==> config.mk <==
export PLATFORM = sky130hd
export DESIGN_NAME = decode_stage_pipe
export DESIGN_NICKNAME = d
export VERILOG_FILES = /design/src/rtl/decode_stage_pipe.sv
export SDC_FILE = /design/constraint.sdc
export NUM_CORES = 1
export LEC_CHECK = 0
export CORE_UTILIZATION = 44
export DETAILED_ROUTE_END_ITERATION = 8
export HOLD_SLACK_MARGIN = 0.08
export PLACE_DENSITY = 0.83
export RECOVER_POWER = 100
export SYNTH_ARGS = -nofsm -noshare
export SYNTH_HDL_FRONTEND = slang
export SYNTH_SLANG_ARGS = --single-unit
==> constraint.sdc <==
create_clock -name clk -period 3.44 [get_ports clk]
set_clock_uncertainty 0.1 [all_clocks]
set_input_delay 0.86 -clock clk [delete_from_list [all_inputs] [get_ports clk]]
set_output_delay 0.86 -clock clk [all_outputs]
set_load 0.02 [all_outputs]
==> src/rtl/decode_stage_pipe.sv <==
// Registered RV32I (optional M) decode stage between IF/ID and EX.
// Produces the control bundle, sign-extended immediate and register indices with valid/ready on both sides.
module decode_stage_pipe #(
  parameter int XLEN  = 32,
  parameter bit EN_M  = 1'b0,
  parameter int CNT_W = 16
) (
  input  logic             clk,
  input  logic             reset,
  input  logic             flush,
  input  logic             in_valid,
  output logic             in_ready,
  input  logic [31:0]      in_instr,
  input  logic [XLEN-1:0]  in_pc,
  output logic             out_valid,
  input  logic             out_ready,
  output logic [XLEN-1:0]  out_pc,
  output logic [XLEN-1:0]  out_imm,
  output logic [4:0]       out_rs1,
  output logic [4:0]       out_rs2,
  output logic [4:0]       out_rd,
  output logic [24:0]      out_ctrl,
  output logic             out_illegal,
  output logic [CNT_W-1:0] illegal_count
);

  localparam logic [6:0] OPC_LOAD   = 7'b0000011;
  localparam logic [6:0] OPC_OP_IMM = 7'b0010011;
  localparam logic [6:0] OPC_AUIPC  = 7'b0010111;
  localparam logic [6:0] OPC_LUI    = 7'b0110111;
  localparam logic [6:0] OPC_STORE  = 7'b0100011;
  localparam logic [6:0] OPC_OP     = 7'b0110011;
  localparam logic [6:0] OPC_BRANCH = 7'b1100011;
  localparam logic [6:0] OPC_JALR   = 7'b1100111;
  localparam logic [6:0] OPC_JAL    = 7'b1101111;

  logic             r_valid;
  logic [XLEN-1:0]  r_pc;
  logic [XLEN-1:0]  r_imm;
  logic [4:0]       r_rs1, r_rs2, r_rd;
  logic [24:0]      r_ctrl;
  logic             r_illegal;
  logic [CNT_W-1:0] r_cnt;

  logic [6:0]      w_opcode;
  logic [2:0]      w_f3;
  logic [6:0]      w_f7;
  logic            w_accept;
  logic            w_illegal;
  logic            w_mul, w_branch, w_jump, w_pc_sel, w_reg_write;
  logic [2:0]      w_imm_src;
  logic [3:0]      w_wstrb_load, w_wstrb;
  logic            w_alu_src, w_u_s, w_mem_write;
  logic [3:0]      w_alu_ctrl, w_alu_func;
  logic [1:0]      w_res_src;
  logic [24:0]     w_ctrl;
  logic [XLEN-1:0] w_imm;

  assign w_opcode = in_instr[6:0];
  assign w_f3     = in_instr[14:12];
  assign w_f7     = in_instr[31:25];
  assign in_ready = !r_valid || out_ready;
  assign w_accept = in_valid && in_ready && !flush;

  // Shared OP / OP-IMM function decode; only register-register OP can subtract.
  always_comb begin
    w_alu_func = 4'b0000;
    case (w_f3)
      3'b000:  w_alu_func = (w_opcode == OPC_OP && in_instr[30]) ? 4'b0001 : 4'b0000;
      3'b001:  w_alu_func = 4'b0010;
      3'b010,
      3'b011:  w_alu_func = 4'b0011;
      3'b100:  w_alu_func = 4'b1010;
      3'b101:  w_alu_func = in_instr[30] ? 4'b0110 : 4'b0100;
      3'b110:  w_alu_func = 4'b1100;
      default: w_alu_func = 4'b1000;
    endcase
  end

  always_comb begin
    w_illegal    = 1'b0;
    w_mul        = 1'b0;
    w_branch     = 1'b0;
    w_jump       = 1'b0;
    w_pc_sel     = 1'b0;
    w_reg_write  = 1'b0;
    w_imm_src    = 3'b000;
    w_wstrb_load = 4'b1111;
    w_wstrb      = 4'b1111;
    w_alu_src    = 1'b0;
    w_u_s        = 1'b0;
    w_alu_ctrl   = 4'b0000;
    w_mem_write  = 1'b0;
    w_res_src    = 2'b00;
    case (w_opcode)
      OPC_LOAD: begin
        w_reg_write = 1'b1;
        w_alu_src   = 1'b1;
        w_res_src   = 2'b01;
        case (w_f3)
          3'b000:  w_wstrb_load = 4'b0001;
          3'b001:  w_wstrb_load = 4'b0011;
          3'b010:  w_wstrb_load = 4'b1111;
          3'b100:  begin w_wstrb_load = 4'b1001; w_u_s = 1'b1; end
          3'b101:  begin w_wstrb_load = 4'b1011; w_u_s = 1'b1; end
          default: w_illegal = 1'b1;
        endcase
      end
      OPC_STORE: begin
        w_mem_write = 1'b1;
        w_alu_src   = 1'b1;
        w_imm_src   = 3'b001;
        case (w_f3)
          3'b000:  w_wstrb = 4'b0001;
          3'b001:  w_wstrb = 4'b0011;
          3'b010:  w_wstrb = 4'b1111;
          default: w_illegal = 1'b1;
        endcase
      end
      OPC_OP_IMM: begin
        w_reg_write = 1'b1;
        w_alu_src   = 1'b1;
        w_alu_ctrl  = w_alu_func;
        w_u_s       = (w_f3 == 3'b011);
      end
      OPC_OP: begin
        if (w_f7 == 7'b0000001) begin
          if (EN_M) begin
            w_mul       = 1'b1;
            w_reg_write = 1'b1;
            w_alu_ctrl  = 4'b1111;
          end else begin
            w_illegal = 1'b1;
          end
        end else begin
          w_reg_write = 1'b1;
          w_alu_ctrl  = w_alu_func;
          w_u_s       = (w_f3 == 3'b011);
        end
      end
      OPC_BRANCH: begin
        w_branch  = 1'b1;
        w_imm_src = 3'b010;
        w_u_s     = w_f3[1];
        case (w_f3)
          3'b000:  w_alu_ctrl = 4'b0101;
          3'b001:  w_alu_ctrl = 4'b0111;
          3'b100,
          3'b110:  w_alu_ctrl = 4'b1001;
          3'b101,
          3'b111:  w_alu_ctrl = 4'b1011;
          default: w_illegal = 1'b1;
        endcase
      end
      OPC_JALR: begin
        w_jump      = 1'b1;
        w_pc_sel    = 1'b1;
        w_reg_write = 1'b1;
        w_alu_src   = 1'b1;
        w_res_src   = 2'b10;
      end
      OPC_JAL: begin
        w_jump      = 1'b1;
        w_reg_write = 1'b1;
        w_imm_src   = 3'b011;
        w_res_src   = 2'b10;
      end
      OPC_AUIPC: begin
        w_reg_write = 1'b1;
        w_imm_src   = 3'b100;
        w_res_src   = 2'b11;
      end
      OPC_LUI: begin
        w_reg_write = 1'b1;
        w_imm_src   = 3'b101;
        w_alu_src   = 1'b1;
        w_alu_ctrl  = 4'b1110;
      end
      default: w_illegal = 1'b1;
    endcase
  end

  // An illegal instruction must not write anything downstream, so its whole bundle is zeroed.
  assign w_ctrl = w_illegal ? 25'd0 :
                  {w_mul, w_branch, w_jump, w_pc_sel, w_reg_write, w_imm_src, w_wstrb_load,
                   w_wstrb, w_alu_src, w_u_s, w_alu_ctrl, w_mem_write, w_res_src};

  always_comb begin
    case (w_imm_src)
      3'b001:  w_imm = XLEN'($signed({in_instr[31:25], in_instr[11:7]}));
      3'b010:  w_imm = XLEN'($signed({in_instr[31], in_instr[7], in_instr[30:25], in_instr[11:8], 1'b0}));
      3'b011:  w_imm = XLEN'($signed({in_instr[31], in_instr[19:12], in_instr[20], in_instr[30:21], 1'b0}));
      3'b100,
      3'b101:  w_imm = XLEN'($signed({in_instr[31:12], 12'b0}));
      default: w_imm = XLEN'($signed(in_instr[31:20]));
    endcase
  end

  always_ff @(posedge clk) begin
    if (reset) begin
      r_valid   <= 1'b0;
      r_pc      <= '0;
      r_imm     <= '0;
      r_rs1     <= '0;
      r_rs2     <= '0;
      r_rd      <= '0;
      r_ctrl    <= '0;
      r_illegal <= 1'b0;
      r_cnt     <= '0;
    end else begin
      if (flush) begin
        r_valid <= 1'b0;
      end else if (w_accept) begin
        r_valid   <= 1'b1;
        r_pc      <= in_pc;
        r_imm     <= w_imm;
        r_rs1     <= in_instr[19:15];
        r_rs2     <= in_instr[24:20];
        r_rd      <= in_instr[11:7];
        r_ctrl    <= w_ctrl;
        r_illegal <= w_illegal;
      end else if (out_ready) begin
        r_valid <= 1'b0;
      end
      if (w_accept && w_illegal && (r_cnt != {CNT_W{1'b1}}))
        r_cnt <= r_cnt + CNT_W'(1);
    end
  end

  assign out_valid     = r_valid;
  assign out_pc        = r_pc;
  assign out_imm       = r_imm;
  assign out_rs1       = r_rs1;
  assign out_rs2       = r_rs2;
  assign out_rd        = r_rd;
  assign out_ctrl      = r_ctrl;
  assign out_illegal   = r_illegal;
  assign illegal_count = r_cnt;

endmodule

==> reports/qor.csv <==
metric,value,unit
netlist_instances,610,
cts_buffers,17,
rows,38,
drive_gt1_share,9.53,%
crit_family,simple AND/OR/NAND/NOR gates,
cp_cell_sequence,clkdlybuf4s50_1 -> or4_1 -> or4_1 -> o211ai_4 -> clkbuf_1 -> o2111ai_1 -> or4_1 -> a21oi_1,
first_pass_iters,5,
grt_pass1_vias,5228,
drv_cap,0,
cts-root-buf,clkbuf_8,
clock-sinks,119,
synth_seq_area_share,48.6,%
path_common_cell,or4_1,
synth.area.mux_share,0.842,%
whs,336,ps
num_vias,5372,
path_max_fanout,5,
postCtsHoldBufs,0,
syn_to_final_growth,56.8,%
cp.required,3770,ps
clk_latency,510,ps
max-slew-margin-rel,22.9,%
synth_warnings,0,
antenna_found_initial,0,
yosys.area_share.simple,24.4,%
synth_top_family_by_area,simple AND/OR/NAND/NOR gates,
ys_types,49,
io_pins,192,
crit_buf_inv,2,
clkTransAtPathRegs,60,ps
dp_hpwl,11300,um
route.top_layer_used,met4,
setup_viol,0,
power,3.69,mW
slowest_delay,560,ps
synth_common_cells,"nand2_1, dfxtp_1, a21oi_1",
netlist_top_cells_area,"dfxtp_1, nand2_1, a21oi_1, clkbuf_1, a211oi_1",
fmax,299,MHz
crit_path_start_kind,input port,
start_util,45.2,%
placed_area,7160,um2
dp.cells,937,
core_area,10800,um2
crit_slowest_cell,or4_1,
drtIter0Drc,320,
wl_met1,6420,um
final_area,7690,um2
htreeDepth,4,
globalRouteTotalUtil,28.4,%
power_density,480,nW/um2
stdcell_count,969,
wirelength,16200,um
worstPathArrival,3680,ps
synth_edf_count,0,
finalMaxSlewViolations,0,
sw_frac_of_total,24.9,%
grt_pass1_wl,25700,um
rsz0062_at_grt,false,
fin_ws,95.1,ps
tritoncts,done,
wire_per_inst,16.8,um
synthAdderAreaFrac,0.255,%
synth_area_per_cell,8.04,um2
synth_flop_cell,dfxtp_1,
power_frac_comb,13.2,%
synth-xor-area-share,0.893,%
via_per_inst,5.54,
die-width,108,um
gp_congestion,0.893,
nets,886,
period_share,97.2,%
yosysTopAreaCell,dfxtp_1,
grt.overflow.total,0,
min_period,3340,ps
grt_max_degree,88,
p_seq_share,39.6,%
drc,0,
crit_type,input port to register,
synth-seq-cells,119,
cts_buffer_depth,2,
synth_compound_area_share,20.3,%
async_flop_share,0,%
num_antenna_cells,0,
clockPowerShare,47.1,%
hold_class,register to register,
met3_length,1520,um
synth_top_area_share,48.6,%
ant_nets,0,
synth_nets,680,
postCtsSetupRepairBufs,0,
ir_worst_vdd,0.383,mV
pre_cts_slack,-265,ps
route.met2.wl,7980,um
endpoint_kind,register,
dieArea,11600,um2
hold_viol,0,
setup_tns,0,ps
die_h,108,um
cts_resized,0,
netlist_area,4900,um2
finalCoreUtilization,70.9,%
power.switching,0.917,mW
yosysMostFrequentCell,nand2_1,
p_int,2.77,mW
p_leak,3.15,nW
run_status,"finished, final reports clean",
io_buffers,190,
tightestPinTransition,1150,ps
## sequential cells by signal, summed over array words and instances, names as in the netlist
name,flops
out_valid,1
out_ctrl,22
out_illegal,1
out_rd,5
out_rs2,5
illegal_count,16
out_pc,32
out_rs1,5
out_imm,32
## path summary, 6_finish.rpt
kind / from / end / slack [ps] / cells past startpoint
max: in_instr[26] / illegal_count[15]$_SDFFE_PP0P_ / 100 / 8
min: out_ctrl[16]$_SDFFE_PP0P_ / out_ctrl[16]$_SDFFE_PP0P_ / 340 / 2
max reg2reg: illegal_count[0]$_SDFFE_PP0P_ / illegal_count[1]$_SDFFE_PP0P_ / 910 / 8
min reg2reg: out_ctrl[16]$_SDFFE_PP0P_ / out_ctrl[16]$_SDFFE_PP0P_ / 340 / 2
## logic make-up (layout without fill, tap and decap cells)
| logic type | Yosys count | after routing |
|---|---|---|
| flip-flops | 119 | 119 |
| multiplexers | 4 | 4 |
| buffers and inverters | 58 | 277 |
| adder cells (fa/ha/maj) | 1 | 1 |
| AO/OA/AOI/OAI | 157 | 157 |
| XOR/XNOR | 5 | 5 |
| other | 1 | 1 |
| AND/OR/NAND/NOR | 265 | 265 |
## power groups by stage
stage | clock [mW] | combinational, mW | sequential [mW]
3_5_place_dp | 0 | 0.506 | 1.49
4_1_cts | 1.74 | 0.511 | 1.47
2_1_floorplan | 0 | 0.165 | 1.56
6_report | 1.74 | 0.488 | 1.46
3_3_place_gp | 0 | 0.495 | 1.49
5_1_grt | 1.82 | 0.522 | 1.47
## routing by layer
layer	GRT usage, %	vias up
met5	0	-
met2	48.8	253
met1	32.7	2532
met3	10.8	36
met4	8.41	0
li1	-	2551
## worst reg2reg max path, stage by stage, from the launching register on
cell      delay (ps)
dfxtp_1          400
ha_1             190
nand3_1          330
nor3_1           290
a21oi_1          130
o21ai_1          410
clkbuf_1         280
mux2i_1          220
nor2_1            50
## layout make-up
cell class / instances / area, um2
flip-flops and latches: 119 / 2380
clock buffers: 23 / 447
well taps: 140 / 175
clock inverters: 9 / 125
repair buffers: 238 / 2250
multi-input cells: 433 / 2280
inverters: 7 / 26.3
fillers: 845 / 3150
## cell usage in the layout, fill, tap and decap left out, types with 6 or more instances in the layout
cell type,n
nor3_1,29
a211oi_1,23
inv_1,7
o31ai_1,7
or3_1,8
nor2_1,46
nor2b_1,6
buf_4,42
clkbuf_1,9
dlygate4sd3_1,123
a21oi_1,77
o21ai_0,18
nand3_1,16
nand4_1,6
clkbuf_16,16
clkdlybuf4s50_1,66
or4_1,7
nand2_1,127
a22o_1,10
dfxtp_1,119
(Power assumes the default switching activity.)
